$ cat config.mk
export PLATFORM = sky130hd
export DESIGN_NAME = bmu_sweep
export DESIGN_NICKNAME = d
export VERILOG_FILES = /design/src/rtl/bmu_pkg.sv /design/src/rtl/bmu_codeword.sv /design/src/rtl/bmu_sweep.sv
export SDC_FILE = /design/constraint.sdc
export NUM_CORES = 1
export LEC_CHECK = 0
export CAP_MARGIN = 20
export CORE_UTILIZATION = 30
export DETAILED_ROUTE_END_ITERATION = 8
export SLEW_MARGIN = 5
export SYNTH_ARGS = -nofsm -noshare
export SYNTH_HDL_FRONTEND = slang
export SYNTH_SLANG_ARGS = --single-unit
$ cat constraint.sdc
create_clock -name clk_i -period 9 [get_ports clk_i]
set_clock_uncertainty 0.2 [all_clocks]
set_input_delay 0.9 -clock clk_i [delete_from_list [all_inputs] [get_ports clk_i]]
set_output_delay 0.9 -clock clk_i [all_outputs]
set_load 0.02 [all_outputs]
$ cat src/rtl/bmu_pkg.sv
// Shared defaults, derived widths, sweep state type and parity helper for the
// branch metric unit.
package bmu_pkg;

  localparam int DEF_N_MAX  = 6;
  localparam int DEF_K_MAX  = 7;
  localparam int DEF_SOFT_W = 4;
  localparam int DEF_M_MAX  = DEF_K_MAX - 1;
  localparam int DEF_BM_W   = DEF_SOFT_W + 1 + $clog2(DEF_N_MAX);
  localparam int DEF_NP_W   = $clog2(DEF_N_MAX + 1);
  localparam int DEF_ML_W   = $clog2(DEF_K_MAX);

  typedef enum logic [1:0] {
    ST_UNCFG,
    ST_IDLE,
    ST_SWEEP
  } bmu_state_e;

  function automatic logic parity(input logic [31:0] v);
    return ^v;
  endfunction

endpackage

$ cat src/rtl/bmu_codeword.sv
// Encoder outputs for both branches into state x: window {d, x[M-1:0]} tapped
// by each active generator; inactive generators read as 0.
module bmu_codeword
  import bmu_pkg::*;
#(
  parameter int N_MAX = DEF_N_MAX,
  parameter int K_MAX = DEF_K_MAX
) (
  input  logic [K_MAX-2:0]           state_i,
  input  logic [$clog2(K_MAX)-1:0]   mem_len_i,
  input  logic [N_MAX*K_MAX-1:0]     poly_i,
  input  logic [$clog2(N_MAX+1)-1:0] num_poly_i,
  output logic [N_MAX-1:0]           c_low_o,
  output logic [N_MAX-1:0]           c_high_o
);

  localparam int NP_W = $clog2(N_MAX + 1);

  logic [K_MAX-1:0] w_low;
  logic [K_MAX-1:0] w_high;

  always_comb begin
    // NOTE: every output of a combinational block gets a default first, so no path infers a latch.
    c_low_o  = '0;
    c_high_o = '0;
    w_low    = K_MAX'(state_i) & K_MAX'((1 << mem_len_i) - 1);
    w_high   = w_low | K_MAX'(1 << mem_len_i);
    for (int j = 0; j < N_MAX; j++) begin
      if (NP_W'(j) < num_poly_i) begin
        c_low_o[j]  = parity(32'(w_low  & poly_i[j*K_MAX +: K_MAX]));
        c_high_o[j] = parity(32'(w_high & poly_i[j*K_MAX +: K_MAX]));
      end
    end
  end

endmodule

$ cat src/rtl/bmu_sweep.sv
// Branch metric unit: latches one soft symbol, sweeps every trellis state and
// streams low/high path metrics through a two-stage stallable pipeline.
module bmu_sweep
  import bmu_pkg::*;
#(
  parameter int N_MAX  = DEF_N_MAX,
  parameter int K_MAX  = DEF_K_MAX,
  parameter int SOFT_W = DEF_SOFT_W,
  parameter int BM_W   = SOFT_W + 1 + $clog2(N_MAX)
) (
  input  logic                       clk_i,
  input  logic                       rst_sync_i,
  input  logic                       cfg_load_i,
  input  logic [N_MAX*K_MAX-1:0]     cfg_poly_i,
  input  logic [$clog2(N_MAX+1)-1:0] cfg_num_poly_i,
  input  logic [$clog2(K_MAX)-1:0]   cfg_mem_len_i,
  output logic                       cfg_done_o,
  output logic                       cfg_err_o,
  input  logic                       sym_valid_i,
  output logic                       sym_ready_o,
  input  logic [N_MAX*SOFT_W-1:0]    sym_soft_i,
  input  logic [N_MAX-1:0]           sym_erase_i,
  output logic                       bm_valid_o,
  input  logic                       bm_ready_i,
  output logic [K_MAX-2:0]           bm_state_o,
  output logic signed [BM_W-1:0]     bm_low_o,
  output logic signed [BM_W-1:0]     bm_high_o,
  output logic                       bm_last_o
);

  localparam int M_MAX = K_MAX - 1;
  localparam int NP_W  = $clog2(N_MAX + 1);
  localparam int ML_W  = $clog2(K_MAX);
  localparam int EXT_W = SOFT_W + 1;

  bmu_state_e               state_q;
  logic [N_MAX*K_MAX-1:0]   poly_q;
  logic [NP_W-1:0]          num_poly_q;
  logic [ML_W-1:0]          mem_len_q;
  logic [M_MAX-1:0]         cnt_q;
  logic [N_MAX*SOFT_W-1:0]  soft_q;
  logic [N_MAX-1:0]         erase_q;
  logic                     cfg_err_q;

  logic                     s1_valid_q;
  logic                     s1_last_q;
  logic [M_MAX-1:0]         s1_state_q;
  logic [N_MAX-1:0]         s1_c_low_q;
  logic [N_MAX-1:0]         s1_c_high_q;
  logic [EXT_W-1:0]         s1_op_q [N_MAX];
  logic [EXT_W-1:0]         op_d [N_MAX];

  logic                     bm_valid_q;
  logic                     bm_last_q;
  logic [M_MAX-1:0]         bm_state_q;
  logic [BM_W-1:0]          bm_low_q;
  logic [BM_W-1:0]          bm_high_q;
  logic [BM_W-1:0]          sum_low_d;
  logic [BM_W-1:0]          sum_high_d;
  logic [BM_W-1:0]          ext;

  logic                     en;
  logic                     busy;
  logic                     cfg_ok;
  logic                     sym_ready;
  logic                     accept;
  logic                     issue;
  logic [M_MAX-1:0]         last_cnt;
  logic [N_MAX-1:0]         c_low;
  logic [N_MAX-1:0]         c_high;

  bmu_codeword #(
    .N_MAX (N_MAX),
    .K_MAX (K_MAX)
  ) u_codeword (
    .state_i    (cnt_q),
    .mem_len_i  (mem_len_q),
    .poly_i     (poly_q),
    .num_poly_i (num_poly_q),
    .c_low_o    (c_low),
    .c_high_o   (c_high)
  );

  always_comb begin
    en        = !bm_valid_q || bm_ready_i;
    busy      = (state_q == ST_SWEEP) || s1_valid_q || bm_valid_q;
    cfg_ok    = (cfg_num_poly_i >= NP_W'(2)) && (cfg_num_poly_i <= NP_W'(N_MAX)) &&
                (cfg_mem_len_i >= ML_W'(2)) && (cfg_mem_len_i <= ML_W'(K_MAX - 1));
    // A concurrent config load outranks symbol acceptance, so ready drops with it.
    sym_ready = (state_q == ST_IDLE) && !cfg_load_i;
    accept    = sym_valid_i && sym_ready;
    issue     = (state_q == ST_SWEEP) && en;
    last_cnt  = M_MAX'((1 << mem_len_q) - 1);
    for (int j = 0; j < N_MAX; j++) begin
      op_d[j] = '0;
      if (!erase_q[j] && (NP_W'(j) < num_poly_q)) begin
        op_d[j] = {soft_q[j*SOFT_W+SOFT_W-1], soft_q[j*SOFT_W +: SOFT_W]};
      end
    end
  end

  always_ff @(posedge clk_i) begin
    // NOTE: sequential state uses non-blocking assignments so every register samples pre-edge values.
    if (rst_sync_i) begin
      state_q    <= ST_UNCFG;
      poly_q     <= '0;
      num_poly_q <= '0;
      mem_len_q  <= '0;
      cnt_q      <= '0;
      soft_q     <= '0;
      erase_q    <= '0;
      cfg_err_q  <= 1'b0;
    end else begin
      cfg_err_q <= cfg_load_i && !(cfg_ok && !busy);
      if (cfg_load_i && cfg_ok && !busy) begin
        poly_q     <= cfg_poly_i;
        num_poly_q <= cfg_num_poly_i;
        mem_len_q  <= cfg_mem_len_i;
        if (state_q == ST_UNCFG) state_q <= ST_IDLE;
      end
      if (accept) begin
        soft_q  <= sym_soft_i;
        erase_q <= sym_erase_i;
        cnt_q   <= '0;
        state_q <= ST_SWEEP;
      end
      if (issue) begin
        cnt_q <= cnt_q + M_MAX'(1);
        if (cnt_q == last_cnt) state_q <= ST_IDLE;
      end
    end
  end

  always_comb begin
    sum_low_d  = '0;
    sum_high_d = '0;
    ext        = '0;
    for (int j = 0; j < N_MAX; j++) begin
      ext        = {{(BM_W-EXT_W){s1_op_q[j][EXT_W-1]}}, s1_op_q[j]};
      sum_low_d  = sum_low_d  + (s1_c_low_q[j]  ? ext : -ext);
      sum_high_d = sum_high_d + (s1_c_high_q[j] ? ext : -ext);
    end
  end

  always_ff @(posedge clk_i) begin
    if (rst_sync_i) begin
      s1_valid_q  <= 1'b0;
      s1_last_q   <= 1'b0;
      s1_state_q  <= '0;
      s1_c_low_q  <= '0;
      s1_c_high_q <= '0;
      // NOTE: the operand array is only a few registers, so it is cleared with everything else.
      for (int j = 0; j < N_MAX; j++) s1_op_q[j] <= '0;
      bm_valid_q  <= 1'b0;
      bm_last_q   <= 1'b0;
      bm_state_q  <= '0;
      bm_low_q    <= '0;
      bm_high_q   <= '0;
    end else if (en) begin
      s1_valid_q  <= issue;
      s1_last_q   <= (cnt_q == last_cnt);
      s1_state_q  <= cnt_q;
      s1_c_low_q  <= c_low;
      s1_c_high_q <= c_high;
      for (int j = 0; j < N_MAX; j++) s1_op_q[j] <= op_d[j];
      bm_valid_q  <= s1_valid_q;
      bm_last_q   <= s1_last_q;
      bm_state_q  <= s1_state_q;
      bm_low_q    <= sum_low_d;
      bm_high_q   <= sum_high_d;
    end
  end

  assign cfg_done_o  = (state_q != ST_UNCFG);
  assign cfg_err_o   = cfg_err_q;
  assign sym_ready_o = sym_ready;
  assign bm_valid_o  = bm_valid_q;
  assign bm_state_o  = bm_state_q;
  assign bm_low_o    = bm_low_q;
  assign bm_high_o   = bm_high_q;
  assign bm_last_o   = bm_last_q;

endmodule

==> results of run 1 <==
flip-flops by register name (all words and copies together) (netlist names):
signal,count
poly_q,42
s1_op_q,24
soft_q,24
bm_low_o,8
bm_high_o,7
bm_state_o,6
cnt_q,6
erase_q,6
s1_c_high_q,6
s1_c_low_q,6
s1_state_q,6
mem_len_q,3
num_poly_q,3
state_q,2
bm_last_o,1
bm_valid_o,1
cfg_err_o,1
s1_last_q,1
s1_valid_q,1
Yosys cell counts, types with 3 or more instances:
cell      count
nand2_1     152
clkbuf_1     25
a22o_1       19
xnor2_1      94
a21oi_1      47
ha_1         31
buf_2        18
a21o_1        5
inv_1        90
o21ai_1       4
nor3b_2       3
nand2b_1      8
o21a_1        8
fa_1         51
dfxtp_1     130
o21ai_0      59
and2_1       27
nor2_1       74
mux2i_1      85
nand3_1      11
mux2_2        3
or2_2         3
nand4_1       3
nor3_1        3
edfxtp_1     24
buf_6         3
xor2_1        9
or3_1         3
critical path, delay by kind of cell (launching register included):
family | cells | cell delay [ps]
adder cells (fa/ha/maj) | 5 | 2180
AO/OA/AOI/OAI | 5 | 930
flip-flops | 1 | 430
AND/OR/NAND/NOR | 1 | 420
XOR/XNOR | 1 | 140
buffers and inverters | 2 | 110
worst min-delay path by stage:
stage,start,endpoint,slack (ps),depth (start not counted)
after floorplan,s1_last_q,s1_last_q,230,2
after global placement,bm_low_o[1],bm_low_o[1],240,2
after detailed placement,soft_q[1],soft_q[1],240,2
after CTS,soft_q[1],soft_q[1],250,2
after global routing,soft_q[1],soft_q[1],270,2
final,soft_q[20],soft_q[20],250,2
power by group:
group	switching (uW)	leakage [uW]	internal [uW]
clock	302	0.000303	454
sequential	19.7	0.00135	720
combinational	94.0	0.00282	95.8
total	416	0.00447	1270
logic make-up (layout without fill, tap and decap cells):
logic type | count (synthesis) | count (layout)
simple gates | 299 | 299
fa+ha+maj | 82 | 82
buf+inv | 141 | 236
mux | 88 | 88
flops | 154 | 154
xor+xnor | 104 | 104
compound gates | 152 | 152
through the flow:
stage               hold slack [ps]   util  area (um^2)
floorplan                       226      -         9350
global placement                240  0.350        10700
detailed placement              243  0.350        10700
CTS                             252  0.370        11300
global route                    269  0.370        11300
finish                          250  0.370        11300
cell usage in the layout, fill, tap and decap left out, types with 9 or more instances in the layout:
cell and instances:
xor2_1 9, ha_1 31, dfxtp_1 130, nand3_1 11
fa_1 51, xnor2_1 94, nand2_1 152, a22o_1 19
o21ai_0 59, mux2i_1 85, inv_1 90, edfxtp_1 24
nor2_1 74, and2_1 27, a21oi_1 47, clkdlybuf4s50_1 108
clkbuf_16 17
final cells by class:
type | instances | area share
well taps | 396 | 0.0437
multi-input cells | 725 | 0.480
repair buffers | 115 | 0.0997
inverters | 90 | 0.0298
clock inverters | 12 | 0.0142
flip-flops and latches | 154 | 0.293
clock buffers | 19 | 0.0399
per-layer routing:
layer	vias up	part of all wire	GRT usage	wire length, um
li1	3483	-	-	-
met1	3229	0.50	0.211	11400
met2	147	0.44	0.227	10000
met3	27	0.040	0.0286	926
met4	0	0.022	0.0540	494
met5	-	0	0	0
==> results.md, run 1 <==
- Status: finished clean
- Slowest-stage cell, CP: fa_1
- Synth area leader: dfxtp_1
- # resized after CTS: 0
- Static leakage: 0.00447 uW
- H-tree depth: 4
- Area Growth Syn to Fin: 21.2%
- Num rows: 64
- CP endpoint kind: register
- Req. time, crit path: ~9200 ps
- Routed Antenna Nets: 0
- DR pass1 iterations: 5
- Hold-fix buffers at CTS: 0
- Data arrival time at the worst-slack endpoint: 4620 ps
- Fin. max-slew vios: 0
- Crit path largest cell delay: 590 ps
- WL final: 22900 um
- Storage cell area: ~3300 um^2
- Total number of vias: 6886
- Worst Setup Slack, final: 4530 ps
- Post-CTS setup buffer count: 0
- Clock buffer depth: 2
- Async S/R FF share, synth: 0
- Least-Margin Pin Slew: between 900 and 1000 ps
- # setup viols final: 0
- RSZ-0062 raised after global routing: no
- Mapped cell area: 9350 um^2
- Worst setup endpoint: bm_low_o[7]
- Critical Path Start: s1_op_q[0][1]
- Core area: roughly 31000 um^2
- Setup TNS: 0 ps
- ANT cells: 0
- Netlist cell types: 48
- Mux contribution to synthesized area: 0.0946
- Simple-gate share of the synthesized area: 0.142
- Startpoint types: register
- Placed insts: 1480
- Full die area: approximately 32000 um^2
- Largest family of logic cells by synthesized area: adder cells
- Io pins: 110
- XOR/XNOR Fraction of Synth Area: 0.0988
- Post-Syn Instances: 1020
- Yosys Warn Count: 0
- Pwr dens: between 100 and 150 nW/um^2
- Overall die width: around 180 um
- Initial Utilization: 0.305
- All-Layer GR Usage: 0.150
- CTS tree: yes
- Dpl ws: between 4000 and 5000 ps
- Number of synthesized flops with an enable pin: 24
- Vias per Instance: 4.56
- Clock Sinks: 154
- Detailed router's first-iteration violation count: 385
- Reg2Reg Depth: 14
- Kind of critical path: register to register
- Layout cells sized above 1: 0.0493
- Area of the multi-input gates: between 5000 and 6000 um^2
- CTS buffer count: 17
- R2r endpoint: bm_low_o[7]
- Detailed-placement wirelength estimate: 17900 um
- Nets: 1268
- Average wire per standard cell: 15.1 um
- Top cell type's share of synthesized area: 0.278
- Primary FF master, synth: dfxtp_1
- Reg2reg start: s1_op_q[0][1]
- Chip height: 179 um
- Filler Cell Count: 3125
- Antenna violations before repair: 0
- Maximum vdd drop: 0.112 mV
- #FFs+latches synth: between 150 and 200
- Syn_area_per_cell: ~9 um^2
- Setup slack, reg-to-reg: 4530 ps
- Number of global-route vias before repair: 6627
- HP Class: register to register
- Syn Nets: 1185
- First-pass GRT wire length: 36100 um
- Compound-Gate Fraction of Synth Area: 0.0952
- Worst slew margin: 0.358
- Dominant cells by area after synthesis: dfxtp_1, fa_1, mux2i_1, xnor2_1, edfxtp_1
- Final hold vios: 0
- Worst-skew pair later-pin latency: 430 ps
- Largest net degree at the start of global routing: 93
- Max Cap Violations: 0
- Port Buffer Count: 109
- Tmin final: 4470 ps
- Total Power: roughly 1700 uW
- Worst path cell trace: or3_1, ha_1, o21ai_0, fa_1, fa_1, inv_1, fa_1, inv_1, ha_1, a21o_1, a21oi_1, o21ai_0, xnor2_1, o21ai_0
- # DRC: 0
- Global route overflow: 0
- Fin crit share: 0.496
- Fmax: 224 MHz
- Worst-path clk slew: approximately 70 ps
- Fin cells: 1511
- Max FO, Critical Path: 4
- Global placement routability congestion: 0.914
- Sequential share of the synthesized area: 0.355
- Root buf cell: clkbuf_16
- Adder-Cell Fraction of Synth Area: 0.151
No activity file was read; power rests on OpenSTA's default activity.
==> run 2: changes to the inputs <==
clock period = 4.5 ns   (was 9 ns; I/O delays follow)
==> results.md, run 2 (synthesized netlist as in run 1, its figures left out) <==
- Status: finished clean (unchanged)
- CP endpoint kind: register (unchanged)
- Kind of critical path: register to register (unchanged)
- Fin util: 0.372 (was 0.370)
- Port Buffer Count: 109 (unchanged)
- ANT cells: 0 (unchanged)
- Initial Utilization: 0.305 (unchanged)
- Hold slack: 251 ps (was 250 ps)
- Root buf cell: clkbuf_16 (unchanged)
- Gate power share: 0.118 (was 0.113)
- Max FO, Critical Path: 3 (was 4)
- Startpoint types: register (unchanged)
- WL final: 23400 um (was 22900 um)
- Sw Ratio: 0.257 (was 0.247)
- Fin crit share: 0.957 (was 0.496)
- Total number of vias: 6973 (was 6886)
- CTS tree: yes (unchanged)
- Data arrival time at the worst-slack endpoint: 4410 ps (was 4620 ps)
- Detailed-placement wirelength estimate: 18400 um (was 17900 um)
- Number of global-route vias before repair: 6848 (was 6627)
- Pwr dens: 287 nW/um^2 (was 149 nW/um^2)
- Average wire per standard cell: 15.4 um (was 15.1 um)
- Worst slew margin: 0.441 (was 0.358)
- Worst-skew pair later-pin latency: 430 ps (about the same)
- Req. time, crit path: 4600 ps (was 9150 ps)
- Chip height: 179 um (unchanged)
- Largest reg by FF count: poly_q (unchanged)
- Leading cell type in the layout, fill and taps excluded: nand2_1 (unchanged)
- Max Cap Violations: 0 (unchanged)
- H-tree depth: 4 (unchanged)
- First-pass GRT wire length: 37200 um (was 36100 um)
- CTS buffer count: 17 (unchanged)
- Global route overflow: 0 (unchanged)
- Max reg flops: 42 (unchanged)
- # DRC: 0 (unchanged)
- Reg power frac: 0.453 (was 0.439)
- Slowest-stage cell, CP: fa_1 (unchanged)
- Static leakage: 0.00451 uW (was 0.00447 uW)
- Final hold vios: 0 (unchanged)
- DR pass1 iterations: 5 (unchanged)
- Hold path cells: 2 (unchanged)
- Clock Power Share: 0.429 (was 0.449)
- Num rows: 64 (unchanged)
- Fmax: 232 MHz (was 224 MHz)
- Hold-fix buffers at CTS: 0 (unchanged)
- Total Power: 3270 uW (was 1690 uW)
- # setup viols final: 0 (unchanged)
- Fin. max-slew vios: 0 (unchanged)
- Overall die width: 179 um (unchanged)
- Antenna violations before repair: 0 (unchanged)
- Net Sw Power: 839 uW (was 416 uW)
- Vias per Instance: 4.58 (was 4.56)
- Largest net degree at the start of global routing: 72 (was 93)
- All-Layer GR Usage: 0.154 (was 0.150)
- Worst-path clk slew: 60 ps (was 70 ps)
- Io pins: 110 (unchanged)
- Cell mode on critical path: fa_1
- Most frequent cells in the layout: nand2_1, dfxtp_1, clkdlybuf4s50_1, xnor2_1, inv_1 (unchanged)
- Area Growth Syn to Fin: 21.9% (was 21.2%)
- Crit path largest cell delay: 540 ps (was 590 ps)
- Global placement routability congestion: 0.906 (was 0.914)
- Routed Antenna Nets: 0 (unchanged)
- Worst path cell trace: or3_1, ha_1, mux2i_2, fa_1, fa_1, inv_1, fa_1, inv_1, fa_2, a21o_1, a21oi_1, xor2_1, o21ai_0 (was or3_1, ha_1, o21ai_0, fa_1, fa_1, inv_1, fa_1, inv_1, ha_1, a21o_1, a21oi_1, o21ai_0, xnor2_1, o21ai_0)
- Maximum vdd drop: 0.169 mV (was 0.112 mV)
- Worst Setup Slack, final: 192 ps (was 4530 ps)
- HP Class: register to register (unchanged)
- Cell internal pwr: 2430 uW (was 1270 uW)
- Clock buffer depth: 2 (unchanged)
- Detailed router's first-iteration violation count: 420 (was 385)
- Layout cells sized above 1: 0.0648 (was 0.0493)
- Nets: 1279 (was 1268)
- Core area: 30700 um^2 (unchanged)
- Top Registers: poly_q (42), s1_op_q (24), soft_q (24) (unchanged)
- Clock Sinks: 154 (unchanged)
- Reg2Reg Depth: 13 (was 14)
- Tmin final: 4310 ps (was 4470 ps)
- Least-Margin Pin Slew: 829 ps (was 963 ps)
- Dpl ws: -8.44 ps (was 4510 ps)
- Full die area: 31900 um^2 (unchanged)
-- run 2: area by class of cell --
class                   instances  area (um^2)
inverters                      90          338
repair buffers                126         1210
clock inverters                12          110
multi-input cells             725         5460
well taps                     396          495
fillers                      3148        19300
flip-flops and latches        154         3320
clock buffers                  20          457
-- run 2: path summary, 6_finish.rpt --
| path | slack (ps) | to | from |
|---|---|---|---|
| setup / recovery | 190 | bm_high_o[6] | s1_op_q[2][1] |
| hold / removal | 250 | soft_q[20] | soft_q[20] |
| setup reg to reg | 190 | bm_high_o[6] | s1_op_q[2][1] |
| hold reg to reg | 250 | soft_q[20] | soft_q[20] |
-- run 2: repair_timing --
item / 4_1_cts / 5_1_grt
pin swaps: 0 / 4
gates resized for setup: 1 / 11
setup endpoints to repair: 1 / 4
buffers inserted: 0 / 4
-- run 2: layer usage --
metal	vias to the layer above	share of wire	track usage	wire length, um
met4	0	0.015	0.0477	344
met2	127	0.45	0.238	10500
li1	3515	-	-	-
met5	-	0	0	0
met3	24	0.039	0.0264	916
met1	3307	0.50	0.216	11700
-- run 2: power groups by stage --
| stage | logic [uW] | registers, uW | clock network (uW) |
|---|---|---|---|
| 2_1_floorplan | 221 | 1500 | 0 |
| 3_3_place_gp | 382 | 1510 | 0 |
| 3_5_place_dp | 386 | 1510 | 0 |
| 4_1_cts | 388 | 1480 | 1440 |
| 5_1_grt | 426 | 1490 | 1490 |
| 6_report | 386 | 1480 | 1400 |
-- run 2: stage by stage --
step	instance area [um^2]	TNS, ps	cells
6_report	11400	0	1523
5_1_grt	11400	-1.32	1523
4_1_cts	11300	0	1519
3_5_place_dp	10800	-8.44	1487
3_3_place_gp	10800	0	1487
2_1_floorplan	9350	0	1020
-- run 2: worst max-delay path: cells and delay by family (launching register included) --
kind	cells	cell delay, ps
AO/OA/AOI/OAI	3	430
AND/OR/NAND/NOR	1	420
buffers and inverters	2	130
adder cells (fa/ha/maj)	5	2260
multiplexers	1	190
XOR/XNOR	1	150
flip-flops	1	410
==> run 3: changes to the inputs <==
--- a/config.mk
+++ b/config.mk
@@ -12,3 +12,4 @@
 export SYNTH_ARGS = -nofsm -noshare
 export SYNTH_HDL_FRONTEND = slang
+export SYNTH_HIERARCHICAL = 1
 export SYNTH_SLANG_ARGS = --single-unit
--- a/constraint.sdc
+++ b/constraint.sdc
@@ -3,3 +3,3 @@
 set_input_delay 0.45 -clock clk_i [delete_from_list [all_inputs] [get_ports clk_i]]
 set_output_delay 0.45 -clock clk_i [all_outputs]
-set_load 0.02 [all_outputs]
+set_load 0.005 [all_outputs]
==> results.md, run 3 <==
- Status: finished clean (unchanged)
- Syn_area_per_cell: 8.64 um^2 (was 9.17 um^2)
- Antenna violations before repair: 0 (unchanged)
- Worst-path clk slew: 60 ps (about the same)
- Clock Sinks: 154 (unchanged)
- # setup viols final: 0 (unchanged)
- Top Registers: poly_q (42), s1_op_q (24), soft_q (24) (unchanged)
- Port Buffer Count: 109 (unchanged)
- Clock buffer depth: 2 (unchanged)
- Average wire per standard cell: 15.3 um (was 15.4 um)
- Yosys Warn Count: 6 (was 0)
- First-pass GRT wire length: 39400 um (was 37200 um)
- Fin. max-slew vios: 0 (unchanged)
- Data arrival time at the worst-slack endpoint: 4340 ps (was 4410 ps)
- Async S/R FF share, synth: 0 (unchanged)
- Max FO, Critical Path: 3 (unchanged)
- Reg2reg start: s1_op_q[0][2] (was s1_op_q[2][1])
- Tmin final: 4250 ps (was 4310 ps)
- Num rows: 65 (was 64)
- Dominant cells by area after synthesis: dfxtp_1, fa_1, nand2_1, edfxtp_1, xnor2_1 (was dfxtp_1, fa_1, mux2i_1, xnor2_1, edfxtp_1)
- Hold path cells: 2 (unchanged)
- Layout cells sized above 1: 0.0696 (was 0.0648)
- Hold endpoint: soft_q[17] (was soft_q[20])
- Root buf cell: clkbuf_16 (unchanged)
- R2r endpoint: bm_low_o[7] (was bm_high_o[6])
- Final hold vios: 0 (unchanged)
- Most frequent cell after synthesis: nand2_1 (unchanged)
- Hold slack: 249 ps (was 251 ps)
- Top cell type's share of synthesized area: 0.269 (was 0.278)
- WL final: 24800 um (was 23400 um)
- Chip height: 181 um (was 179 um)
- Routed Antenna Nets: 0 (unchanged)
- Reg2Reg Depth: 15 (was 13)
- DR pass1 iterations: 5 (unchanged)
- All-Layer GR Usage: 0.153 (was 0.154)
- Leading cell type in the layout, fill and taps excluded: nand2_1 (unchanged)
- Hold-fix buffers at CTS: 0 (unchanged)
- # DRC: 0 (unchanged)
- Fin crit share: 0.945 (was 0.957)
- Primary FF master, synth: dfxtp_1 (unchanged)
- Vias per Instance: 4.74 (was 4.58)
- H-tree depth: 4 (unchanged)
- #FFs+latches synth: 154 (unchanged)
- ANT cells: 0 (unchanged)
- Fin util: 0.370 (was 0.372)
- CP endpoint kind: register (unchanged)
- Setup slack, reg-to-reg: 250 ps (was 190 ps)
- Largest reg by FF count: poly_q (unchanged)
- Kind of critical path: register to register (unchanged)
- Startpoint types: register (unchanged)
- Initial Utilization: 0.305 (about the same)
- Static leakage: 0.00416 uW (was 0.00451 uW)
- Max reg flops: 42 (unchanged)
- Number of synthesized flops with an enable pin: 24 (unchanged)
- Most frequent cells in the layout: nand2_1, dfxtp_1, clkdlybuf4s50_1, a21oi_1, inv_1 (was nand2_1, dfxtp_1, clkdlybuf4s50_1, xnor2_1, inv_1)
- Req. time, crit path: 4590 ps (was 4600 ps)
- Full die area: 32900 um^2 (was 31900 um^2)
- Max Cap Violations: 0 (unchanged)
- Pwr dens: 279 nW/um^2 (was 287 nW/um^2)
- Fin cells: 1623 (was 1523)
- Area Growth Syn to Fin: 21.2% (was 21.9%)
- Mapped cell area: 9660 um^2 (was 9350 um^2)
- Least-Margin Pin Slew: 949 ps (was 829 ps)
- Worst-skew pair later-pin latency: 430 ps (about the same)
- Syn Nets: 1274 (was 1185)
- Worst slew margin: 0.367 (was 0.441)
- Number of global-route vias before repair: 7475 (was 6848)
- Io pins: 110 (unchanged)
- Global route overflow: 0 (unchanged)
- Netlist cell types: 61 (was 48)
- Detailed router's first-iteration violation count: 511 (was 420)
- HP Class: register to register (unchanged)
- Min-delay src: soft_q[17] (was soft_q[20])
- Filler Cell Count: 3163 (was 3148)
- Commonest cells in the netlist: nand2_1, dfxtp_1, a21oi_1 (was nand2_1, dfxtp_1, xnor2_1)
- Sequential share of the synthesized area: 0.344 (was 0.355)
- Total number of vias: 7686 (was 6973)
- Core area: 31600 um^2 (was 30700 um^2)
- CTS tree: yes (unchanged)
- Placed insts: 1586 (was 1487)
- Fmax: 235 MHz (was 232 MHz)
- CTS buffer count: 17 (unchanged)
- Post-Syn Instances: 1118 (was 1020)
- Nets: 1364 (was 1279)
- Largest net degree at the start of global routing: 91 (was 72)
- Detailed-placement wirelength estimate: 19100 um (was 18400 um)
- Global placement routability congestion: 0.886 (was 0.906)
- Overall die width: 181 um (was 179 um)
- Maximum vdd drop: 0.181 mV (was 0.169 mV)
- Synth area leader: dfxtp_1 (unchanged)
==> run 3: cell count changes in the layout (fill, tap and decap cells not counted), sizes merged, moves of 9 or more <==
cell | before | now
a32oi | 0 | 10
xnor2 | 94 | 77
o21ai | 65 | 40
nor2 | 75 | 42
mux2i | 85 | 41
nand3 | 11 | 20
nor3 | 3 | 20
a21oi | 47 | 108
nand2 | 152 | 242
xor2 | 9 | 20
==> run 3: power by group <==
group	leakage [uW]	switching, uW	internal, uW	total [uW]
registers	0.00135	50.3	1440	1490
logic	0.00253	187	187	374
clock network	0.000275	573	834	1410
total	0.00416	810	2460	3270
==> run 3: worst max-delay path by stage <==
stage | endpoint | from
after CTS | bm_high_o[7] | s1_op_q[0][2]
final | bm_low_o[7] | s1_op_q[0][2]
after global placement | bm_low_o[7] | s1_op_q[1][2]
after global routing | bm_low_o[7] | s1_op_q[0][2]
after detailed placement | bm_high_o[7] | s1_op_q[0][2]
after floorplan | bm_low_o[7] | s1_op_q[1][2]
==> run 3: metal layers <==
| layer | vias up | global-route usage | wire length [um] |
|---|---|---|---|
| met5 | - | 0 | 0 |
| met3 | 36 | 0.0251 | 946 |
| met4 | 0 | 0.0631 | 663 |
| met1 | 3599 | 0.207 | 11900 |
| li1 | 3871 | - | - |
| met2 | 180 | 0.241 | 11300 |
==> run 3: timing repair <==
action                     CTS  global route
setup endpoints to repair    0             4
setup buffers                0             4
gates resized for setup      0             9
==> run 3: kinds of logic after synthesis <==
family                     Yosys count  synth area share
AOI/OAI and AO/OA                  213             0.134
xor gates and xnor gates            98            0.0903
adders and majority gates           73             0.133
buffers and inverters              150            0.0724
DFF                                154             0.344
muxes                               49            0.0522
and+or+nand+nor                    381             0.174
==> run 3: area by class of cell <==
class                           instances  area (um^2)  share of cell area
Clock buffer                           22          454              0.0388
Clock inverter                         10          118              0.0101
Inverter                               87          327              0.0279
Multi-Input combinational cell        814         5670               0.484
Sequential cell                       154         3320               0.284
Tap cell                              402          503              0.0430
Timing Repair Buffer                  134         1310               0.112
==> run 3: worst max-delay path, stage by stage (launching register included) <==
cell and delay (ps):
edfxtp_1 450, nor3_2 250, inv_1 70, ha_1 300, mux2i_1 180, fa_1 490, fa_1 560, inv_1 50
fa_1 530, inv_1 60, ha_1 290, a21o_1 190, a21oi_2 160, o21ai_0 120, xnor2_1 160, o21ai_1 70
==> run 3: stage by stage <==
step	setup WS, ps	area (um^2)	power [uW]	setup TNS, ps
finish	245	11700	3270	0
detailed placement	47.0	11100	1890	0
global route	-42.4	11700	3410	-51.1
CTS	39.7	11600	3300	0
global placement	127	11000	1880	0
floorplan	268	9660	1720	0
